--- config.mk ---
export PLATFORM = sky130hd
export DESIGN_NAME = fft_sample_deserializer
export DESIGN_NICKNAME = d
export VERILOG_FILES = /design/src/rtl/fft_pkg.sv /design/src/rtl/fft_sample_deserializer_frame_bank.sv /design/src/rtl/fft_sample_deserializer.sv
export SDC_FILE = /design/constraint.sdc
export NUM_CORES = 1
export LEC_CHECK = 0
export ABC_AREA = 1
export CAP_MARGIN = 20
export CORE_AREA = 2 2 222 224
export CTS_CLUSTER_SIZE = 10
export DETAILED_ROUTE_END_ITERATION = 8
export DIE_AREA = 0 0 224 226
export PLACE_DENSITY = 0.71
export SYNTH_ARGS = -nofsm -noshare
export SYNTH_HDL_FRONTEND = slang
export SYNTH_SLANG_ARGS = --single-unit
--- constraint.sdc ---
create_clock -name clk -period 4.6 [get_ports clk]
set_input_delay 0.92 -clock clk [delete_from_list [all_inputs] [get_ports clk]]
set_output_delay 0.92 -clock clk [all_outputs]
set_load 0.005 [all_outputs]
--- src/rtl/fft_pkg.sv ---
// Shared types and defaults for the FFT sample feeder path.
package fft_pkg;

  localparam int FFT_BIT_WIDTH  = 32;
  localparam int FFT_DECIMAL_PT = 16;
  localparam int FFT_N_SAMPLES  = 8;

  typedef logic [FFT_BIT_WIDTH-1:0] sample_t;
  typedef logic                     bank_sel_t;

  function automatic bank_sel_t other_bank(input bank_sel_t b);
    return bank_sel_t'(~b);
  endfunction

endpackage

--- src/rtl/fft_sample_deserializer_frame_bank.sv ---
// One frame of sample storage, written one sample at a time, read as a whole frame.
module frame_bank #(
  parameter int BIT_WIDTH = 32,
  parameter int N_SAMPLES = 8
) (
  input  logic                                clk,
  input  logic                                reset,
  input  logic                                we,
  input  logic [$clog2(N_SAMPLES)-1:0]        waddr,
  input  logic [BIT_WIDTH-1:0]                wdata,
  output logic [N_SAMPLES-1:0][BIT_WIDTH-1:0] data
);

  logic [N_SAMPLES-1:0][BIT_WIDTH-1:0] mem_r;

  // Sample storage; cleared on reset so stale frames never reach the FFT
  always_ff @(posedge clk or negedge reset) begin
    if (!reset) begin
      mem_r <= '0;
    end else if (we) begin
      mem_r[waddr] <= wdata;
    end
  end

  assign data = mem_r;

endmodule

--- src/rtl/fft_sample_deserializer.sv ---
// Serial-to-parallel frame assembler with ping-pong banks feeding the FFT recv port.
module fft_sample_deserializer
  import fft_pkg::*;
#(
  parameter int BIT_WIDTH  = FFT_BIT_WIDTH,
  parameter int DECIMAL_PT = FFT_DECIMAL_PT,
  parameter int N_SAMPLES  = FFT_N_SAMPLES
) (
  input  logic                                clk,
  input  logic                                reset,
  input  logic [BIT_WIDTH-1:0]                recv_msg,
  input  logic                                recv_val,
  output logic                                recv_rdy,
  output logic [N_SAMPLES-1:0][BIT_WIDTH-1:0] send_msg,
  output logic                                send_val,
  input  logic                                send_rdy
);

  localparam int IDX_W = $clog2(N_SAMPLES);
  localparam logic [IDX_W-1:0] LAST_IDX = IDX_W'(N_SAMPLES - 1);

  generate
    if ((N_SAMPLES < 2) || ((N_SAMPLES & (N_SAMPLES - 1)) != 0) ||
        (DECIMAL_PT < 0) || (DECIMAL_PT > BIT_WIDTH)) begin : g_bad_params
      $error("fft_sample_deserializer: illegal parameter set");
    end
  endgenerate

  logic [1:0]        full_r;
  logic [1:0]        full_nxt_s;
  bank_sel_t         wr_bank_r;
  bank_sel_t         rd_bank_r;
  logic [IDX_W-1:0]  wr_idx_r;
  logic              live_r;
  logic              accept_s;
  logic              take_s;
  logic              last_s;
  logic [1:0]        bank_we_s;
  logic [N_SAMPLES-1:0][BIT_WIDTH-1:0] bank_data_s [2];

  assign recv_rdy = live_r & ~full_r[wr_bank_r];
  assign send_val = full_r[rd_bank_r];
  assign accept_s = recv_val & recv_rdy;
  assign take_s   = send_val & send_rdy;
  assign last_s   = (wr_idx_r == LAST_IDX);

  // Full-flag update; set and clear always address different banks
  always_comb begin
    full_nxt_s = full_r;
    if (take_s) begin
      full_nxt_s[rd_bank_r] = 1'b0;
    end else begin
      full_nxt_s = full_nxt_s;
    end
    if (accept_s && last_s) begin
      full_nxt_s[wr_bank_r] = 1'b1;
    end else begin
      full_nxt_s = full_nxt_s;
    end
  end

  // Pointer and flag registers; live_r keeps recv_rdy low until the first edge after reset
  always_ff @(posedge clk or negedge reset) begin
    if (!reset) begin
      full_r    <= 2'b00;
      wr_bank_r <= 1'b0;
      rd_bank_r <= 1'b0;
      wr_idx_r  <= '0;
      live_r    <= 1'b0;
    end else begin
      live_r <= 1'b1;
      full_r <= full_nxt_s;
      if (accept_s) begin
        if (last_s) begin
          wr_idx_r  <= '0;
          wr_bank_r <= other_bank(wr_bank_r);
        end else begin
          wr_idx_r <= wr_idx_r + IDX_W'(1);
        end
      end
      if (take_s) begin
        rd_bank_r <= other_bank(rd_bank_r);
      end
    end
  end

  assign bank_we_s[0] = accept_s & (wr_bank_r == 1'b0);
  assign bank_we_s[1] = accept_s & (wr_bank_r == 1'b1);

  for (genvar b = 0; b < 2; b++) begin : g_bank
    frame_bank #(
      .BIT_WIDTH (BIT_WIDTH),
      .N_SAMPLES (N_SAMPLES)
    ) u_bank (
      .clk   (clk),
      .reset (reset),
      .we    (bank_we_s[b]),
      .waddr (wr_idx_r),
      .wdata (recv_msg),
      .data  (bank_data_s[b])
    );
  end

  assign send_msg = rd_bank_r ? bank_data_s[1] : bank_data_s[0];

endmodule

After elaboration in Yosys (flattened, before gate mapping)
Cells that the tools add are included. Widths: inputs -> output; s select.

Add/sub/neg operators: 1. $lt $le $gt $ge: 6. Bitwise operators: 11. Muxes and demuxes: 16. Reductions and logical operators: 5. Equality and inequality tests: 1.

Operators by type and width (number): $bwmux 256 (2); $mux 256 (1); $demux 32 s3 (1); $mux 32 (1); $mux 1 (6); $and 1x1->1 (5); $logic_and 1x1->1 (4); $lt 1x2->1 const B (2); $lt 3x4->1 const B (1); $mux 2 (2); $add 3x1->3 const B (1); $eq 3x3->1 const B (1); $ge 3x1->1 const B (1); $mux 3 (1); $not 1->1 (3); $and 2x2->2 (1); $demux 1 s1 (2); $ge 1x1->1 const B (2); $not 2->2 (1); $or 2x2->2 (1); $reduce_and 2->1 (1).

Output and inout bits: 258. Register bits after elaboration: 520. Input port bits: 36. Logic and storage cells: 61.

Longest topological paths before layout
Depth in word-level cells: 9. Gate-level depth with buffers: 8. Mapped depth without buffers: 6.

Cells and area by module
From an unflattened synthesis, not the netlist that was laid out.

Cells, all modules: 3162. Area total of the unflattened synthesis: 23712.7 um^2.

By module, submodules not included: frame_bank (cells an instance 1145, times used 2, area an instance 9992.1 um^2); fft_sample_deserializer (cells an instance 872, times used 1, area an instance 3728.6 um^2).

Worst setup path before layout
No wires, ideal clock.

Path kind: reg2out. Start point: reg rd_bank_r. End point: out send_msg[235] (netlist name). Slack: 2.408 ns. Arrival: 1.272 ns. Buffers on the path: 3. Cell stages (with the launch flop): 7. Cell sequence: dfrtp_1 > buf_2 > clkinv_1 > clkbuf_1 > clkbuf_1 > nand2_1 > nand2_1.

RTL lines: start, declared (RTL line fft_sample_deserializer.sv:32) `bank_sel_t rd_bank_r;`; start signal, assigned (RTL line fft_sample_deserializer.sv:82) `rd_bank_r <= other_bank(rd_bank_r);`; end, declared (RTL line fft_sample_deserializer.sv:14) `output logic [N_SAMPLES-1:0][BIT_WIDTH-1:0] send_msg,`.

==> flow_metrics.env <==
export IMPL_status="finished, final reports clean"
export IMPL_yosysWarnings=0
export IMPL_clock_fmax_mhz=257.1
export IMPL_critPathKind="register to output port"
export IMPL_post_cts_resized=0
export IMPL_htreeDepth=2
export IMPL_synthesis_area_sq_mm=0.02397
export IMPL_syn_area_per_cell_sq_um=7.549
export IMPL_die_area_sq_mm=0.05062
export IMPL_finClkSkew_ps=10.83
export IMPL_startpoint_type="register"
export IMPL_ir_worst_vdd_uv=528.9
export IMPL_root_buffer="clkbuf_16"
export IMPL_cts_tree="built"
export IMPL_totalWireLength_um=74520
export IMPL_path_common_cell="nand2_1"
export IMPL_grt_total_usage_pct=29.38
export IMPL_drtIter0Drc=2504
export IMPL_layout_commonest_cell="nand2_1"
export IMPL_finalHoldViolCount=0
export IMPL_power_total_mw=20.02
export IMPL_worst_pin_slew_ps=1073
export IMPL_arrival_ps=2970
export IMPL_pwr_share_comb_pct=42.1
export IMPL_hpwl_um=43500
export IMPL_p_sw_share_pct=37.82
export IMPL_worstPathRequired_ps=3680
export IMPL_powerDensity_mw_per_mm2=697.4
export IMPL_area_delta_synth_final_pct=19.75
export IMPL_drt_vias_per_instance=5.576
export IMPL_drtAntennaViolNets=0
export IMPL_start_util_pct=49.58
export IMPL_cts_sinks=520
export IMPL_drc=0
export IMPL_synthCells=3175
export IMPL_grt_pass1_wl_um=117500
export IMPL_cts_path_max_buffers=3
export IMPL_io_pins=294
export IMPL_path_cells="inv_8, buf_4, nand2_1, nand2_1, clkdlybuf4s50_1"
export IMPL_critPathMaxFanout=118
export IMPL_insertion_delay_ps=610
export IMPL_drive_above_1_share_pct=4.152
export IMPL_relSlewSlack_pct=28.23
export IMPL_intPower_mw=12.45
export IMPL_synth_distinct_cells=22
export IMPL_rsz0062_at_grt="false"
export IMPL_power_leakage_nw=15.52
export IMPL_num_rows=81
export IMPL_routedWlPerCell_um=18.99
export IMPL_grt_max_degree=195
export IMPL_clockPowerShare_pct=20.5
export IMPL_finalCriticalPeriod_ps=3889
export IMPL_portBuffers=293
export IMPL_p_switching_mw=7.570
export IMPL_fin_crit_sh_pct=84.54
export IMPL_gp_congestion=0.8418
export IMPL_hp_class="input pin to async pin"
export IMPL_path_clk_slew_ps=60
export IMPL_gr_total_overflow=0
export IMPL_core_region_area_sq_mm=0.04834
export IMPL_rrSetupSlack_ps=1610
export IMPL_die_y_um=226
export IMPL_seqPwrFrac_pct=37.4
export IMPL_cts_setup_buffers=0
export IMPL_grt_pass1_vias=20790
export IMPL_antenna_found_initial=3
export IMPL_final_cell_mix="nand2_1 (1,804), dfrtp_1 (519), nand3_1 (513)"
export IMPL_drt_first_pass_iters=5
export IMPL_die_x_um=224
export IMPL_ys_seq_area_share_pct=54.29
export IMPL_slowest_delay_ps=550
export IMPL_cts_hold_buffers=0
export IMPL_numCtsBuffers=58
export IMPL_vias=21880
export IMPL_crit_path_end_kind="output port"
export IMPL_nets=3328
export IMPL_drv_slew=0
export IMPL_crit_slowest_cell="clkdlybuf4s50_1"
export IMPL_ys_ff_latch=520
export IMPL_drv_cap=0
export IMPL_setup_tns_ps=0
export IMPL_synth_fp_nets=3213
export IMPL_finalSetupViolCount=0
## worst max-delay path, delay by kind of cell, from the launching register on
family | cells | cell delay [ps]
flip-flops | 1 | 520
buffers and inverters | 3 | 1570
AND/OR/NAND/NOR | 2 | 210
## final timing paths
kind,startpoint,cells past startpoint,to
hold / removal,reset,1,g_bank[1].u_bank.data[7]
max in group asynchronous,reset,2,g_bank[1].u_bank.data[122]
setup reg to reg,wr_bank_r,6,g_bank[1].u_bank.data[73]
setup / recovery,rd_bank_r,5,send_msg[123]
hold reg to reg,g_bank[1].u_bank.data[3],2,g_bank[1].u_bank.data[3]
min in group clk,g_bank[1].u_bank.data[3],2,g_bank[1].u_bank.data[3]
## metrics by stage
| step | util [%] | instances | setup slack, ps | hold slack, ps | area, sq um |
|---|---|---|---|---|---|
| finish | 59.37 | 3925 | 711.0 | 305.9 | 28700 |
| global route | 59.37 | 3925 | 601.0 | 348.1 | 28700 |
| CTS | 59.13 | 3918 | 705.3 | 336.3 | 28580 |
| detailed placement | 55.86 | 3848 | 1267 | 466.1 | 27000 |
| global placement | 55.86 | 3848 | 1341 | 462.5 | 27000 |
| floorplan | - | 3175 | 2408 | 449.0 | 23970 |
## cells in the mapped netlist
library cell | n | share of area [%]
buf_2 | 127 | 2.7
o21ai_0 | 4 | 0.084
nand4_4 | 1 | 0.089
buf_4 | 7 | 0.22
nand2_1 | 1804 | 28
nand2_2 | 1 | 0.026
xor2_1 | 1 | 0.037
nor2_2 | 5 | 0.13
nor2_1 | 10 | 0.16
inv_1 | 4 | 0.063
inv_2 | 2 | 0.031
nand4_2 | 8 | 0.42
nor2_4 | 1 | 0.047
clkbuf_1 | 149 | 2.3
clkinv_1 | 1 | 0.016
dfrtp_1 | 520 | 54
ha_1 | 2 | 0.10
a21oi_1 | 3 | 0.063
nand3_1 | 513 | 11
conb_1 | 1 | 0.016
nand4_1 | 8 | 0.21
buf_1 | 3 | 0.047
## kinds of logic after synthesis
family,synth area share [%]
AO/OA/AOI/OAI,0.1462
AND/OR/NAND/NOR,40.04
other,0.01565
buffers and inverters,5.362
flip-flops,54.29
adder cells (fa/ha/maj),0.1044
XOR/XNOR,0.03655
## layout make-up
class,count,area [sq um]
Antenna cell,3,7.507
Clock buffer,70,1580
Fill cell,4153,19640
Inverter,7,33.78
Multi-Input combinational cell,2362,9732
Sequential cell,520,13020
Tap cell,622,778.2
Timing Repair Buffer,341,3553
## power groups by stage
stage	registers [mW]	clock network [mW]	logic [mW]
after floorplan	7.24	0	4.36
after global placement	7.44	0	8.20
after detailed placement	7.50	0	8.34
after CTS	7.46	4.16	8.41
after global routing	7.70	4.36	9.24
final	7.48	4.10	8.44
## state kept, by name (all words and copies together), names as in the netlist
signal              cells
full_r                  2
g_bank.u_bank.data    512
live_r                  1
rd_bank_r               1
wr_bank_r               1
wr_idx_r                3
## routing by layer
layer	global-route usage, %	vias to the layer above	part of all wire [%]
met2	45.15	1091	46
li1	-	10100	-
met5	0	-	0
met4	9.290	0	2.5
met1	42.37	10570	43
met3	5.412	125	9.1
Note: power is estimated with default switching activity, not from simulation.
